## src/rtl/alu_exec_if.sv

```systemverilog
// Request/response handshake bundle for alu_exec_stage.
//   master : upstream producer / downstream consumer side (drives requests and out_ready)
//   slave  : the execute stage (drives in_ready and the result fields)
//   in_valid/in_ready   request handshake
//   in_a/in_b/in_op     request payload (signed operands, 3-bit op)
//   out_valid/out_ready result handshake
//   out_z/out_zero      captured ALU result and zero/ex flag
//   out_illegal         op outside the supported set (only when the check is built in)
interface alu_exec_if #(
  parameter int unsigned WIDTH = 32
);
  logic             in_valid;
  logic             in_ready;
  logic [WIDTH-1:0] in_a;
  logic [WIDTH-1:0] in_b;
  logic [2:0]       in_op;
  logic             out_valid;
  logic             out_ready;
  logic [WIDTH-1:0] out_z;
  logic             out_zero;
  logic             out_illegal;

  modport master (
    output in_valid, in_a, in_b, in_op, out_ready,
    input  in_ready, out_valid, out_z, out_zero, out_illegal
  );

  modport slave (
    input  in_valid, in_a, in_b, in_op, out_ready,
    output in_ready, out_valid, out_z, out_zero, out_illegal
  );
endinterface

```

## src/rtl/alu_exec_stage.sv

```systemverilog
// Single-slot execute stage wrapped around an external combinational ALU.
// A request is registered onto the ALU operand ports, the ALU is given one
// full cycle, and the result is captured and held until the consumer takes it.
// Ports:
//   clk, rst_n        clock (rising edge), asynchronous active-low reset
//   bus (slave)       request/response handshake, see alu_exec_if
//   alu_a/alu_b/alu_op registered operands/op to the ALU, stable between accepts
//   alu_z/alu_ex      ALU combinational result and zero/ex flag
//   op_count          completed handoffs, saturating at 2^CNT_W-1
// Build option:
//   ALU_EXEC_ILLEGAL_CHK_EN  when defined, ops 3/4/5 raise out_illegal and
//                            force a zero result/flag; otherwise out_illegal is 0
//                            and the ALU output is captured for every op.
module alu_exec_stage #(
  parameter int unsigned WIDTH = 32,
  parameter int unsigned CNT_W = 16
) (
  input  logic             clk,
  input  logic             rst_n,
  alu_exec_if.slave        bus,
  output logic [WIDTH-1:0] alu_a,
  output logic [WIDTH-1:0] alu_b,
  output logic [2:0]       alu_op,
  input  logic [WIDTH-1:0] alu_z,
  input  logic             alu_ex,
  output logic [CNT_W-1:0] op_count
);

  typedef enum logic [1:0] {
    IDLE = 2'd0,
    EXEC = 2'd1,
    HOLD = 2'd2
  } state_t;

  state_t           state;
  logic             in_ready_q;
  logic             out_valid_q;
  logic [WIDTH-1:0] out_z_q;
  logic             out_zero_q;

`ifdef ALU_EXEC_ILLEGAL_CHK_EN
  logic illegal_q;
  logic illegal_c;

  // Ops 3, 4 and 5 have no defined ALU function.
  assign illegal_c = (alu_op == 3'd3) || (alu_op == 3'd4) || (alu_op == 3'd5);
  assign bus.out_illegal = illegal_q;
`else
  assign bus.out_illegal = 1'b0;
`endif

  assign bus.in_ready  = in_ready_q;
  assign bus.out_valid = out_valid_q;
  assign bus.out_z     = out_z_q;
  assign bus.out_zero  = out_zero_q;

  // Stage FSM; in_ready/out_valid are registered alongside the state so they
  // mirror IDLE/HOLD exactly without a decode after the flops.
  always_ff @(posedge clk or negedge rst_n) begin
    if (!rst_n) begin
      state       <= IDLE;
      in_ready_q  <= 1'b1;
      out_valid_q <= 1'b0;
      alu_a       <= WIDTH'(0);
      alu_b       <= WIDTH'(0);
      alu_op      <= 3'd0;
      out_z_q     <= WIDTH'(0);
      out_zero_q  <= 1'b0;
      op_count    <= CNT_W'(0);
`ifdef ALU_EXEC_ILLEGAL_CHK_EN
      illegal_q   <= 1'b0;
`endif
    end else begin
      case (state)
        IDLE: begin
          if (bus.in_valid) begin
            alu_a      <= bus.in_a;
            alu_b      <= bus.in_b;
            alu_op     <= bus.in_op;
            in_ready_q <= 1'b0;
            state      <= EXEC;
          end
        end
        EXEC: begin
`ifdef ALU_EXEC_ILLEGAL_CHK_EN
          out_z_q    <= illegal_c ? WIDTH'(0) : alu_z;
          out_zero_q <= illegal_c ? 1'b0 : alu_ex;
          illegal_q  <= illegal_c;
`else
          out_z_q    <= alu_z;
          out_zero_q <= alu_ex;
`endif
          out_valid_q <= 1'b1;
          state       <= HOLD;
        end
        HOLD: begin
          // Handoff cycle: return to IDLE, so the next accept is one edge later.
          if (bus.out_ready) begin
            out_valid_q <= 1'b0;
            in_ready_q  <= 1'b1;
            state       <= IDLE;
            if (op_count != {CNT_W{1'b1}}) begin
              op_count <= op_count + CNT_W'(1);
            end
          end
        end
        default: begin
          out_valid_q <= 1'b0;
          in_ready_q  <= 1'b1;
          state       <= IDLE;
        end
      endcase
    end
  end

endmodule

```

## src/flat_wrapper.sv

```systemverilog
// flat-port wrapper written by rule: the top's interface ports become plain ports
module alu_exec_stage_flat 
#(
  parameter int unsigned WIDTH = 32,
  parameter int unsigned CNT_W = 16
)
  (clk, rst_n, alu_a, alu_b, alu_op, alu_z, alu_ex, op_count, bus_in_valid, bus_in_a, bus_in_b, bus_in_op, bus_out_ready, bus_in_ready, bus_out_valid, bus_out_z, bus_out_zero, bus_out_illegal);
  alu_exec_if #(.WIDTH(WIDTH)) bus_i ();
  input  logic clk;
  input  logic rst_n;
  output logic [WIDTH-1:0] alu_a;
  output logic [WIDTH-1:0] alu_b;
  output logic [2:0] alu_op;
  input  logic [WIDTH-1:0] alu_z;
  input  logic alu_ex;
  output logic [CNT_W-1:0] op_count;
  input wire logic [$bits(bus_i.in_valid)-1:0] bus_in_valid;
  input wire logic [$bits(bus_i.in_a)-1:0] bus_in_a;
  input wire logic [$bits(bus_i.in_b)-1:0] bus_in_b;
  input wire logic [$bits(bus_i.in_op)-1:0] bus_in_op;
  input wire logic [$bits(bus_i.out_ready)-1:0] bus_out_ready;
  output wire logic [$bits(bus_i.in_ready)-1:0] bus_in_ready;
  output wire logic [$bits(bus_i.out_valid)-1:0] bus_out_valid;
  output wire logic [$bits(bus_i.out_z)-1:0] bus_out_z;
  output wire logic [$bits(bus_i.out_zero)-1:0] bus_out_zero;
  output wire logic [$bits(bus_i.out_illegal)-1:0] bus_out_illegal;
  assign bus_i.in_valid = bus_in_valid;
  assign bus_i.in_a = bus_in_a;
  assign bus_i.in_b = bus_in_b;
  assign bus_i.in_op = bus_in_op;
  assign bus_i.out_ready = bus_out_ready;
  assign bus_in_ready = bus_i.in_ready;
  assign bus_out_valid = bus_i.out_valid;
  assign bus_out_z = bus_i.out_z;
  assign bus_out_zero = bus_i.out_zero;
  assign bus_out_illegal = bus_i.out_illegal;
  alu_exec_stage #(.WIDTH(WIDTH), .CNT_W(CNT_W)) u_core (.clk(clk), .rst_n(rst_n), .bus(bus_i), .alu_a(alu_a), .alu_b(alu_b), .alu_op(alu_op), .alu_z(alu_z), .alu_ex(alu_ex), .op_count(op_count));
endmodule
```

## config.mk

```make
export PLATFORM = sky130hd
export DESIGN_NAME = alu_exec_stage_flat
export DESIGN_NICKNAME = d
export VERILOG_FILES = /design/src/rtl/alu_exec_if.sv /design/src/rtl/alu_exec_stage.sv /design/src/flat_wrapper.sv
export SDC_FILE = /design/constraint.sdc
export NUM_CORES = 1
export LEC_CHECK = 0
export ABC_AREA = 1
export CORE_MARGIN = 3
export CORE_UTILIZATION = 42
export DETAILED_ROUTE_END_ITERATION = 10
export MAX_ROUTING_LAYER = met4
export PLACE_DENSITY = 0.85
export SETUP_SLACK_MARGIN = 0.15
export SLEW_MARGIN = 15
export SYNTH_ARGS = -nofsm -noshare
export SYNTH_HDL_FRONTEND = slang
export SYNTH_SLANG_ARGS = --single-unit
export TNS_END_PERCENT = 5
```

## constraint.sdc

```tcl
create_clock -name clk -period 2 [get_ports clk]
set_input_delay 0.3 -clock clk [delete_from_list [all_inputs] [get_ports clk]]
set_output_delay 0.3 -clock clk [all_outputs]
set_load 0.005 [all_outputs]
```

# Yosys cells after proc, flatten, opt, wreduce, memory -nomap -nowiden
# Index checks and enable logic that the tools add are counted.
[word_totals] ff_bits=120 out_inout_bits=119 elab_cells=31
[op_classes] add_sub_neg=1 eq_ne=5 mux=8 n_bitwise=2 n_reduce_logical=6
[op_table] cell="$add 16x1->16 const B" count=1
[op_table] cell="$ne 16x16->1 const B" count=1
[op_table] cell="$pmux 1 s3" count=2
[op_table] cell="$pmux 2 s3" count=1
[op_table] cell="$reduce_and 2->1" count=3
[op_table] cell="$reduce_and 3->1" count=2
[op_table] cell="$mux 2" count=2
[op_table] cell="$ne 2x2->1 const B" count=2
[op_table] cell="$mux 1" count=3
[op_table] cell="$eq 2x1->1 const B" count=1
[op_table] cell="$eq 2x2->1 const B" count=1
[op_table] cell="$logic_not 2->1" count=1
[op_table] cell="$not 1->1" count=2

# Logic depth before layout (Yosys ltp)
[depth] word_depth=3 ltp_mapped=9

# Least setup slack after synthesis
# No wires, ideal clock.
[synth_timing] kind="register to register" start="register u_core.op_count[0]" end="register u_core.op_count[13]" setup_time_ns=0.116 t_arrival_ns=1.315 required_time_ns=1.884 slack_ns=0.569 path_stages_with_launch=10 cell_sequence="dfrtp_1 > ha_1 > nand3_2 > inv_2 > nand2_2 > nor2_4 > nor2_4 > buf_6 > nand2_1 > nand2_1"
[synth_via] elab_chain_len=2 elab_cells_between_ends=3 classes_between="1 x add/sub; 1 x eq/ne; 1 x reduce/logical"
[synth_lines] element="from (decl)" line_no="alu_exec_stage.sv:26" source="output logic [CNT_W-1:0] op_count"
[synth_lines] element="from (signal assigned)" line_no="alu_exec_stage.sv:103" source="op_count <= op_count + CNT_W'(1);"
[synth_lines] element="branches (longest 2 deep; another with $add 16x1->16)"
# Several ways; the timed one is not identified.
# A chain may end at the register's enable or synchronous reset.

# Final worst setup path
[layout_timing] start="register u_core.in_ready_q (netlist: u_core.bus.in_ready)" end="output port bus_in_ready"
[layout_rtl] element="from (decl)" line_no="alu_exec_stage.sv:36" source="logic in_ready_q;"
[layout_rtl] element="from (signal assigned)" line_no="alu_exec_stage.sv:62" source="in_ready_q <= 1'b1;"
[layout_rtl] element="from (signal assigned)" line_no="alu_exec_stage.sv:80" source="in_ready_q <= 1'b0;"
[layout_rtl] element="from (signal assigned)" line_no="alu_exec_stage.sv:100" source="in_ready_q <= 1'b1;"
[layout_rtl] element="to (decl)" line_no="flat_wrapper.sv:22" source="output wire logic [$bits(bus_i.in_ready)-1:0] bus_in_ready;"
# No word-level cell between the ends.

==> impl_metrics.env <==
export IMPL_maxSlewViolCount=0
export IMPL_fin_hold_ws_ns=0.3406
export IMPL_cellLeakagePower_nw=3.858
export IMPL_rsz0062_at_grt="no"
export IMPL_max_freq_mhz=566.0
export IMPL_crit_path_cell_trace="clkdlybuf4s50_1"
export IMPL_reg2regPathDepth=9
export IMPL_yosysSeqAreaShare_pct=60.72
export IMPL_endpoint_kind="primary output"
export IMPL_routed_wl_mm=13.67
export IMPL_setup_violations=0
export IMPL_drt_initial_drc_count=235
export IMPL_die_area_um2=13120
export IMPL_clock_power_share_pct=25.7
export IMPL_area_delta_synth_final_pct=59.96
export IMPL_drv_cap=0
export IMPL_status="finished, final reports clean"
export IMPL_antenna_found_initial=0
export IMPL_yosys_cell_types_count=22
export IMPL_critPathTopFamily="flip-flops"
export IMPL_totalNegativeSetupSlack_ns=0
export IMPL_slew_headroom_pct=62.05
export IMPL_worst_slack_ns=0.2332
export IMPL_mostFrequentLayoutCells="366 x nand2_1, 220 x clkdlybuf4s50_1, 119 x dfrtp_1"
export IMPL_multi_input_area_um2=1727
export IMPL_sequentialPowerShare_pct=35.8
export IMPL_timing_rr_start="u_core.op_count[0]$_DFFE_PN0P_"
export IMPL_wire_per_inst_um=14.07
export IMPL_p_sw_share_pct=31.54
export IMPL_worstPathMaxFanout=2
export IMPL_rr_endpoint="u_core.op_count[7]$_DFFE_PN0P_"
export IMPL_final_layout_size_suffix_gt1_share_pct=7.729
export IMPL_post_dp_hpwl_mm=9.663
export IMPL_grt_overflow_total=0
export IMPL_fin_crit_ns=1.767
export IMPL_grt_max_degree=68
export IMPL_initial_core_util_pct=43.14
export IMPL_die_h_um=114.5
export IMPL_start_kind="flop"
export IMPL_layout_worst_path_cycle_share_pct=88.34
export IMPL_fillCellCount=876
export IMPL_skew_ns=0.008915
export IMPL_numClockSinks=120
export IMPL_insertion_delay_ns=0.41
export IMPL_cts_made_buffers=17
export IMPL_crit_end="bus_in_ready"
export IMPL_pin_count=223
export IMPL_grt_pass1_wl_mm=21.34
export IMPL_seqCellArea_um2=3004
export IMPL_required_ns=1.70
export IMPL_cts_buffer_depth=2
export IMPL_final_net_count=920
export IMPL_syn_inst=587
export IMPL_preCtsSetupSlack_ns=0.3433
export IMPL_cp_num_buf_inv=1
export IMPL_cts_tree="built"
export IMPL_die_x_um=114.5
export IMPL_comb_power_share_pct=38.5
export IMPL_crit_type="flop to primary output"
export IMPL_final_common_cell="nand2_1"
export IMPL_post_cts_buffers=0
export IMPL_netlist_area_um2=4947
export IMPL_worstMarginPinSlew_ns=0.5685
export IMPL_place_congestion=0.8065
export IMPL_slowest_delay_ns=0.53
export IMPL_core_area_um2=11470
export IMPL_intPower_mw=8.066
export IMPL_ir_drop_uv=1270
export IMPL_clk_pin_slew_ns=0.05
export IMPL_n_antenna_cell=0
export IMPL_cts_resized=0
export IMPL_viasPerCell=4.610
export IMPL_drtAntennaViolNets=0
export IMPL_hold_viol=0
export IMPL_crit_slowest_cell="dfstp_2"
export IMPL_crit_arrival_ns=1.47
export IMPL_track_usage_pct=21.70
export IMPL_power_density_nw_per_um2=1489
export IMPL_rrSetupSlack_ns=0.37
export IMPL_postCtsHoldBufs=1
export IMPL_grt_pass1_vias=4313
export IMPL_drt_pass1_iterations=4
export IMPL_ys_warn_count=0
export IMPL_h_tree_depth=4
export IMPL_p_sw_mw=3.715
export IMPL_syn_num_nets=692
export IMPL_cts_root_buf="clkbuf_16"
export IMPL_drc=0
export IMPL_hp_class="primary input to asynchronous set/reset pin"
export IMPL_ys_seq_elements=120
export IMPL_num_vias=4476
export IMPL_num_rows=39
export IMPL_power_mw=11.78
export IMPL_critPathLaunch="u_core.bus.in_ready$_DFFE_PN1P_"
export IMPL_synth_avg_cell_area_um2=8.428
export IMPL_port_buffers=221
export IMPL_cp_depth=1
-- synth_stat cells --
cell type	count	area share [%]
a21oi_1	1	0.10
buf_2	13	1.3
buf_4	6	0.91
buf_6	3	0.68
conb_1	1	0.076
dfrtp_1	119	60
dfstp_2	1	0.53
ha_1	1	0.25
inv_1	15	1.1
inv_2	5	0.38
nand2_1	367	28
nand2_2	3	0.38
nand3_1	6	0.61
nand3_2	2	0.40
nand3b_1	3	0.46
nand4_1	3	0.38
nor2_1	16	1.2
nor2_2	5	0.63
nor2_4	2	0.46
o21ai_0	8	0.81
o21ai_2	4	0.71
xor2_1	3	0.53
-- how the worst min path moves through the flow --
| stage | start | endpoint | slack, ns | cells after the start |
|---|---|---|---|---|
| after global placement | rst_n | u_core.alu_op[0]$_DFFE_PN0P_ | 0.22 | 1 |
| after global routing | rst_n | u_core.alu_op[0]$_DFFE_PN0P_ | 0.34 | 2 |
| final | rst_n | u_core.alu_a[28]$_DFFE_PN0P_ | 0.34 | 2 |
| after detailed placement | rst_n | u_core.alu_op[0]$_DFFE_PN0P_ | 0.23 | 1 |
| after CTS | rst_n | u_core.alu_b[30]$_DFFE_PN0P_ | 0.34 | 2 |
| after floorplan | rst_n | u_core.alu_a[0]$_DFFE_PN0P_ | 0.004 | 0 |
-- power by group through the flow --
stage | clock (mW) | sequential (mW) | combinational [mW]
CTS | 3.07 | 4.21 | 4.62
global placement | 0 | 4.18 | 4.49
finish | 3.03 | 4.21 | 4.54
detailed placement | 0 | 4.21 | 4.58
floorplan | 0 | 4.26 | 1.63
global route | 3.19 | 4.35 | 5.01
-- metrics by stage --
stage / util (%) / instance area [um^2] / instances
3_5_place_dp: 63.76 / 7312 / 938
5_1_grt: 69.01 / 7914 / 971
4_1_cts: 69.01 / 7914 / 971
6_report: 69.01 / 7914 / 971
3_3_place_gp: 63.76 / 7312 / 938
2_1_floorplan: - / 4947 / 587
-- state kept, by name (all words and copies together) (netlist names) --
register	cells
u_core.bus.out_zero	1
u_core.alu_b	32
u_core.state	2
u_core.alu_a	32
u_core.alu_op	3
u_core.bus.out_valid	1
u_core.bus.in_ready	1
u_core.bus.out_z	32
u_core.op_count	16
-- kinds of logic after synthesis --
family	Yosys count	share of synthesized area, %
other cells	1	0.07580
buf+inv	42	4.426
flops	120	60.72
simple gates	407	32.37
xor+xnor	3	0.5312
compound gates	13	1.618
fa+ha+maj	1	0.2529
-- layer usage --
metal,up-vias,GRT usage (%),routed length (um)
li1,2229,-,-
met1,2097,26.26,5747
met2,131,34.38,6933
met3,19,6.554,756
met4,0,7.997,229
met5,-,-,0
-- layout make-up --
| class | instances | area share [%] |
|---|---|---|
| Clock inverter | 11 | 1.534 |
| Sequential cell | 120 | 37.96 |
| Clock buffer | 21 | 5.945 |
| Inverter | 20 | 0.9486 |
| Tap cell | 143 | 2.261 |
| Multi-Input combinational cell | 425 | 21.82 |
| Timing Repair Buffer | 231 | 29.53 |
Power figures use the tool's default switching activity.
